**src/rtl/pipe_pkg.sv**
```systemverilog
// Shared widths and control-field bit positions for the pipelined MIPS core's
// inter-stage registers.
package pipe_pkg;

  localparam int unsigned WORD_W     = 32;
  localparam int unsigned REG_ADDR_W = 5;

  // Default payload split for each stage boundary (data survives a bubble, ctrl does not).
  localparam int unsigned IF_ID_DATA_W  = 2 * WORD_W;
  localparam int unsigned IF_ID_CTRL_W  = 1;
  localparam int unsigned ID_EX_DATA_W  = 3 * WORD_W + 3 * REG_ADDR_W;
  localparam int unsigned ID_EX_CTRL_W  = 8;
  localparam int unsigned EX_MEM_DATA_W = 2 * WORD_W + REG_ADDR_W;
  localparam int unsigned EX_MEM_CTRL_W = 7;
  localparam int unsigned MEM_WB_DATA_W = 2 * WORD_W;
  localparam int unsigned MEM_WB_CTRL_W = 7;

  localparam int unsigned STAGE_DATA_W_DFLT = MEM_WB_DATA_W;
  localparam int unsigned STAGE_CTRL_W_DFLT = 8;
  localparam int unsigned STALL_CNT_W_DFLT  = 16;

  localparam int unsigned CTRL_REGWRITE = 0;
  localparam int unsigned CTRL_MEMTOREG = 1;
  localparam int unsigned CTRL_MEMWRITE = 2;
  localparam int unsigned CTRL_MEMREAD  = 3;
  localparam int unsigned CTRL_BRANCH   = 4;
  localparam int unsigned CTRL_ALUSRC   = 5;
  localparam int unsigned CTRL_REGDST   = 6;
  localparam int unsigned CTRL_JUMP     = 7;

endpackage

```
**src/rtl/sat_counter.sv**
```systemverilog
// Saturating up-counter: counts cycles with inc=1 and sticks at all-ones.
// Reusable for any performance counter in the core.
module sat_counter #(
  parameter int unsigned W = 16
) (
  input  logic         clk,
  input  logic         rst,
  input  logic         inc,
  output logic [W-1:0] cnt
);

  logic [W-1:0] cnt_q, cnt_d;

  always_comb begin
    cnt_d = cnt_q;
    if (inc && (cnt_q != {W{1'b1}})) begin
      cnt_d = cnt_q + W'(1);
    end
  end

  always_ff @(posedge clk or posedge rst) begin
    if (rst) begin
      cnt_q <= '0;
    end else begin
      cnt_q <= cnt_d;
    end
  end

  assign cnt = cnt_q;

endmodule

```
**src/rtl/pipe_stage_reg.sv**
```systemverilog
// Generic valid/ready pipeline stage register with flush, bubble control clearing
// and stall counter. Define PIPE_SKID_BUFFER_EN for a one-entry skid (registered ready).
module pipe_stage_reg
  import pipe_pkg::*;
#(
  parameter int unsigned DATA_W = STAGE_DATA_W_DFLT,
  parameter int unsigned CTRL_W = STAGE_CTRL_W_DFLT,
  parameter int unsigned CNT_W  = STALL_CNT_W_DFLT
) (
  input  logic              clk,
  input  logic              rst,
  input  logic              flush,
  input  logic              in_valid,
  output logic              in_ready,
  input  logic [DATA_W-1:0] in_data,
  input  logic [CTRL_W-1:0] in_ctrl,
  output logic              out_valid,
  input  logic              out_ready,
  output logic [DATA_W-1:0] out_data,
  output logic [CTRL_W-1:0] out_ctrl,
  output logic [CNT_W-1:0]  stall_cnt
);

  logic              valid_q, valid_d;
  logic [DATA_W-1:0] data_q, data_d;
  logic [CTRL_W-1:0] ctrl_q, ctrl_d;
  logic              in_fire, out_fire;

  assign out_fire = valid_q & out_ready;
  assign in_fire  = in_valid & in_ready;

`ifdef PIPE_SKID_BUFFER_EN
  logic              skid_valid_q, skid_valid_d;
  logic [DATA_W-1:0] skid_data_q, skid_data_d;
  logic [CTRL_W-1:0] skid_ctrl_q, skid_ctrl_d;

  // Ready depends only on skid occupancy, breaking the out_ready->in_ready path.
  assign in_ready = ~skid_valid_q & ~flush & ~rst;

  always_comb begin
    valid_d      = valid_q;
    data_d       = data_q;
    ctrl_d       = ctrl_q;
    skid_valid_d = skid_valid_q;
    skid_data_d  = skid_data_q;
    skid_ctrl_d  = skid_ctrl_q;
    if (flush) begin
      valid_d      = 1'b0;
      ctrl_d       = '0;
      skid_valid_d = 1'b0;
      skid_ctrl_d  = '0;
    end else if (out_fire && skid_valid_q) begin
      data_d       = skid_data_q;
      ctrl_d       = skid_ctrl_q;
      skid_valid_d = 1'b0;
      skid_ctrl_d  = '0;
    end else if (in_fire) begin
      if (valid_q && !out_ready) begin
        skid_valid_d = 1'b1;
        skid_data_d  = in_data;
        skid_ctrl_d  = in_ctrl;
      end else begin
        valid_d = 1'b1;
        data_d  = in_data;
        ctrl_d  = in_ctrl;
      end
    end else if (out_fire) begin
      valid_d = 1'b0;
      ctrl_d  = '0;
    end
  end

  always_ff @(posedge clk or posedge rst) begin
    if (rst) begin
      skid_valid_q <= 1'b0;
      skid_data_q  <= '0;
      skid_ctrl_q  <= '0;
    end else begin
      skid_valid_q <= skid_valid_d;
      skid_data_q  <= skid_data_d;
      skid_ctrl_q  <= skid_ctrl_d;
    end
  end
`else
  assign in_ready = (~valid_q | out_ready) & ~flush & ~rst;

  always_comb begin
    valid_d = valid_q;
    data_d  = data_q;
    ctrl_d  = ctrl_q;
    if (flush) begin
      valid_d = 1'b0;
      ctrl_d  = '0;
    end else if (in_fire) begin
      valid_d = 1'b1;
      data_d  = in_data;
      ctrl_d  = in_ctrl;
    end else if (out_fire) begin
      valid_d = 1'b0;
      ctrl_d  = '0;
    end
  end
`endif

  always_ff @(posedge clk or posedge rst) begin
    if (rst) begin
      valid_q <= 1'b0;
      data_q  <= '0;
      ctrl_q  <= '0;
    end else begin
      valid_q <= valid_d;
      data_q  <= data_d;
      ctrl_q  <= ctrl_d;
    end
  end

  assign out_valid = valid_q;
  assign out_data  = data_q;
  assign out_ctrl  = ctrl_q;

  sat_counter #(.W(CNT_W)) u_stall_cnt (
    .clk (clk),
    .rst (rst),
    .inc (valid_q & ~out_ready),
    .cnt (stall_cnt)
  );

endmodule

```
**config.mk**
```make
export PLATFORM = sky130hd
export DESIGN_NAME = pipe_stage_reg
export DESIGN_NICKNAME = d
export VERILOG_FILES = /design/src/rtl/pipe_pkg.sv /design/src/rtl/sat_counter.sv /design/src/rtl/pipe_stage_reg.sv
export SDC_FILE = /design/constraint.sdc
export NUM_CORES = 1
export LEC_CHECK = 0
export ABC_CLOCK_PERIOD_IN_PS = 3700
export CAP_MARGIN = 20
export CORE_UTILIZATION = 40
export CTS_CLUSTER_DIAMETER = 120
export CTS_CLUSTER_SIZE = 8
export DETAILED_ROUTE_END_ITERATION = 16
export PLACE_DENSITY = 0.89
export RECOVER_POWER = 50
export SYNTH_ARGS = -nofsm -noshare
export SYNTH_HDL_FRONTEND = slang
export SYNTH_SLANG_ARGS = --single-unit
```
**constraint.sdc**
```tcl
create_clock -name clk -period 3.7 [get_ports clk]
set_clock_uncertainty 0.05 [all_clocks]
set_input_delay 1.11 -clock clk [delete_from_list [all_inputs] [get_ports clk]]
set_output_delay 1.11 -clock clk [all_outputs]
set_load 0.01 [all_outputs]
```
==> results of run 1 <==
==> path summary, 6_finish.rpt <==
check                                           end  slack, ns                    start
min in group asynchronous  out_data[40]$_DFFE_PP0P_       1.65                      rst
max reg2reg                out_data[16]$_DFFE_PP0P_       1.65    out_valid$_DFFE_PP0P_
min                         out_ctrl[2]$_DFFE_PP0P_       0.45  out_ctrl[2]$_DFFE_PP0P_
max in group asynchronous  out_data[54]$_DFFE_PP0P_       0.50                      rst
max                                        in_ready       0.13                out_ready
min reg2reg                 out_ctrl[2]$_DFFE_PP0P_       0.45  out_ctrl[2]$_DFFE_PP0P_
==> final cells by class <==
class,instances,area share
tap,105,0.02372
clock inverter,5,0.01446
sequential,89,0.4022
inverter,4,0.002937
multi-input combinational,132,0.2228
timing repair buffer,172,0.3091
clock buffer,10,0.02485
==> routing by layer <==
metal | global-route usage | vias to the layer above | routed length [µm]
li1 | - | 1186 | -
met1 | 0.2208 | 1286 | 3181
met2 | 0.3002 | 102 | 4210
met3 | 0.05924 | 9 | 658
met4 | 0.05224 | 0 | 78
met5 | 0 | - | 0
==> cells in the final DEF (no fill, tap or decap), types with 3 or more instances in the layout <==
master and n:
dfrtp_1 89, a21oi_1 3, inv_1 3, clkbuf_8 10
xnor2_1 4, a22o_1 8, xor2_1 6, nor2_1 5
nand4_1 5, dlygate4sd3_1 35, nor4_1 4, mux2_2 65
clkdlybuf4s50_1 131, nor3_1 4, nand2_1 8
==> report_power, final <==
| part | internal, W | total, W | switching, W | leakage, nW |
|---|---|---|---|---|
| clock network | 0.000394 | 0.000719 | 0.000325 | 0.104 |
| logic | 0.000477 | 0.000753 | 0.000276 | 1.16 |
| registers | 0.00115 | 0.00126 | 0.000111 | 1.08 |
==> state kept, by name (all words and copies together), names as in the netlist <==
register,cells
u_stall_cnt.cnt,16
out_valid,1
out_ctrl,8
out_data,64
==> critical path, stage by stage <==
cell and delay, ns:
clkdlybuf4s50_1 0.53, nor2b_1 0.08, nor3_1 0.14, clkdlybuf4s50_1 0.56
==> stage by stage <==
stage,cells,hold slack (ns),total power (W)
after detailed placement,502,0.4308,0.002068
after CTS,517,0.4586,0.002794
final,517,0.4508,0.002728
after global placement,502,0.4373,0.002039
after floorplan,234,0.4819,0.001562
after global routing,517,0.4648,0.002865
==> cell families (layout without fill, tap and decap cells) <==
| logic type | after synthesis | after routing | share of synthesized area |
|---|---|---|---|
| XOR/XNOR | 10 | 10 | 0.02473 |
| AO/OA/AOI/OAI | 16 | 16 | 0.03781 |
| multiplexers | 67 | 67 | 0.2131 |
| buffers and inverters | 13 | 191 | 0.02190 |
| flip-flops | 89 | 89 | 0.6290 |
| AND/OR/NAND/NOR | 38 | 38 | 0.06997 |
| adder cells (fa/ha/maj) | 1 | 1 | 0.003533 |
==> qor.yml, run 1 <==
min_period_ns: 3.573
ys_warn_count: 0
dieArea_um2: 9232
worstPathMaxFanout: 4
postCtsHoldBufs: 0
min_path_type: "reg -> reg"
powerDensity_nw_per_um2: 492.7
crit_type: "in -> out"
holdPathStages: 1
multi_input_area_um2: 1234
post-route-util: 0.6607
maxSlewHeadroom: 0.04707
grt_max_degree: 57
post_cts_resized: 0
pre_cts_slack_ns: 0.1093
regArea_um2: 2227
fin_nets: 486
grtUsageTotal: 0.1794
clockRootBuffer: "clkbuf_8"
fp.dieH_um: 96.09
tightest_slew_ns: 1.422
viasPerCell: 4.996
syn_avg_cell_area_um2: 15.13
synth-main-ff-cell: "dfrtp_1"
grt_pass1_vias: 2591
arrival_ns: 2.41
synth.top_cell.area_share: 0.6290
final_max_slew_viol_count: 0
synth_edf_count: 0
n_fill_cell: 644
cts_tree: "yes"
portBuffers: 166
vdd_drop_max_v: 0.0003198
cts_setup_buffers: 0
wire_per_inst_um: 15.72
postRouteWirelength_um: 8129
ios: 167
die_x_um: 96.09
crit_path_start_kind: "primary input"
drtIter0Drc: 51
cts.path.max_buffers: 2
r2r_cells: 5
gr-total-overflow: 0
status: "finished, final reports clean"
num_vias: 2583
fin_ws_ns: 0.1266
fmax_ghz: 0.2798
syn2layout_area_growth_pct: 56.40
hold_viol: 0
p_leak_nw: 2.343
rsz0062_at_grt: "no"
grt_pass1_wl_um: 12500
antenna_found_initial: 0
clock_latency_ns: 0.34
clock-sinks: 89
design_area_um2: 5538
rows: 33
drc: 0
cap_violations: 0
hpwl_um: 6067
drive_above_1_share: 0.2184
worst_setup_path_end_kind: "output pin"
seq_area_frac_synth: 0.6290
drt-pass1-iter-count: 4
synth_common_cells: "dfrtp_1 (89), mux2_2 (65), a22o_1 (8), nand2_1 (8), buf_4 (7)"
syn_inst: 234
initial_utilization: 0.4225
yosys_register_bits: 89
setup_violations: 0
yosysTopAreaCell: "dfrtp_1"
core-area_um2: 8382
required_ns: 2.54
insertedDiodeCount: 0
finalCritPeriodShare: 0.9658
fin_setup_tns_ns: 0
synthesis.nets: 312
async_flop_share: 1.000
htree_levels: 3
synthesis.area_um2: 3541
synthTopCellsByArea: "dfrtp_1 (63%), mux2_2 (21%), a22o_1 (2.0%)"
clk_pin_slew_ns: 0.08
antenna_left: 0
yosysMostFrequentCell: "dfrtp_1"
cts_buffers: 9
synthDistinctLibCells: 32
place_area_um2: 5343
gp_congestion: 0.7966
(Power assumes the default switching activity.)
==> run 2, diff against run 1 <==
--- a/config.mk
+++ b/config.mk
@@ -16,3 +16,4 @@
 export SYNTH_ARGS = -nofsm -noshare
 export SYNTH_HDL_FRONTEND = slang
 export SYNTH_SLANG_ARGS = --single-unit
+export TNS_END_PERCENT = 5
==> results of run 2 <==
No change in the layout: final DEF, timing and power equal those of run 1.
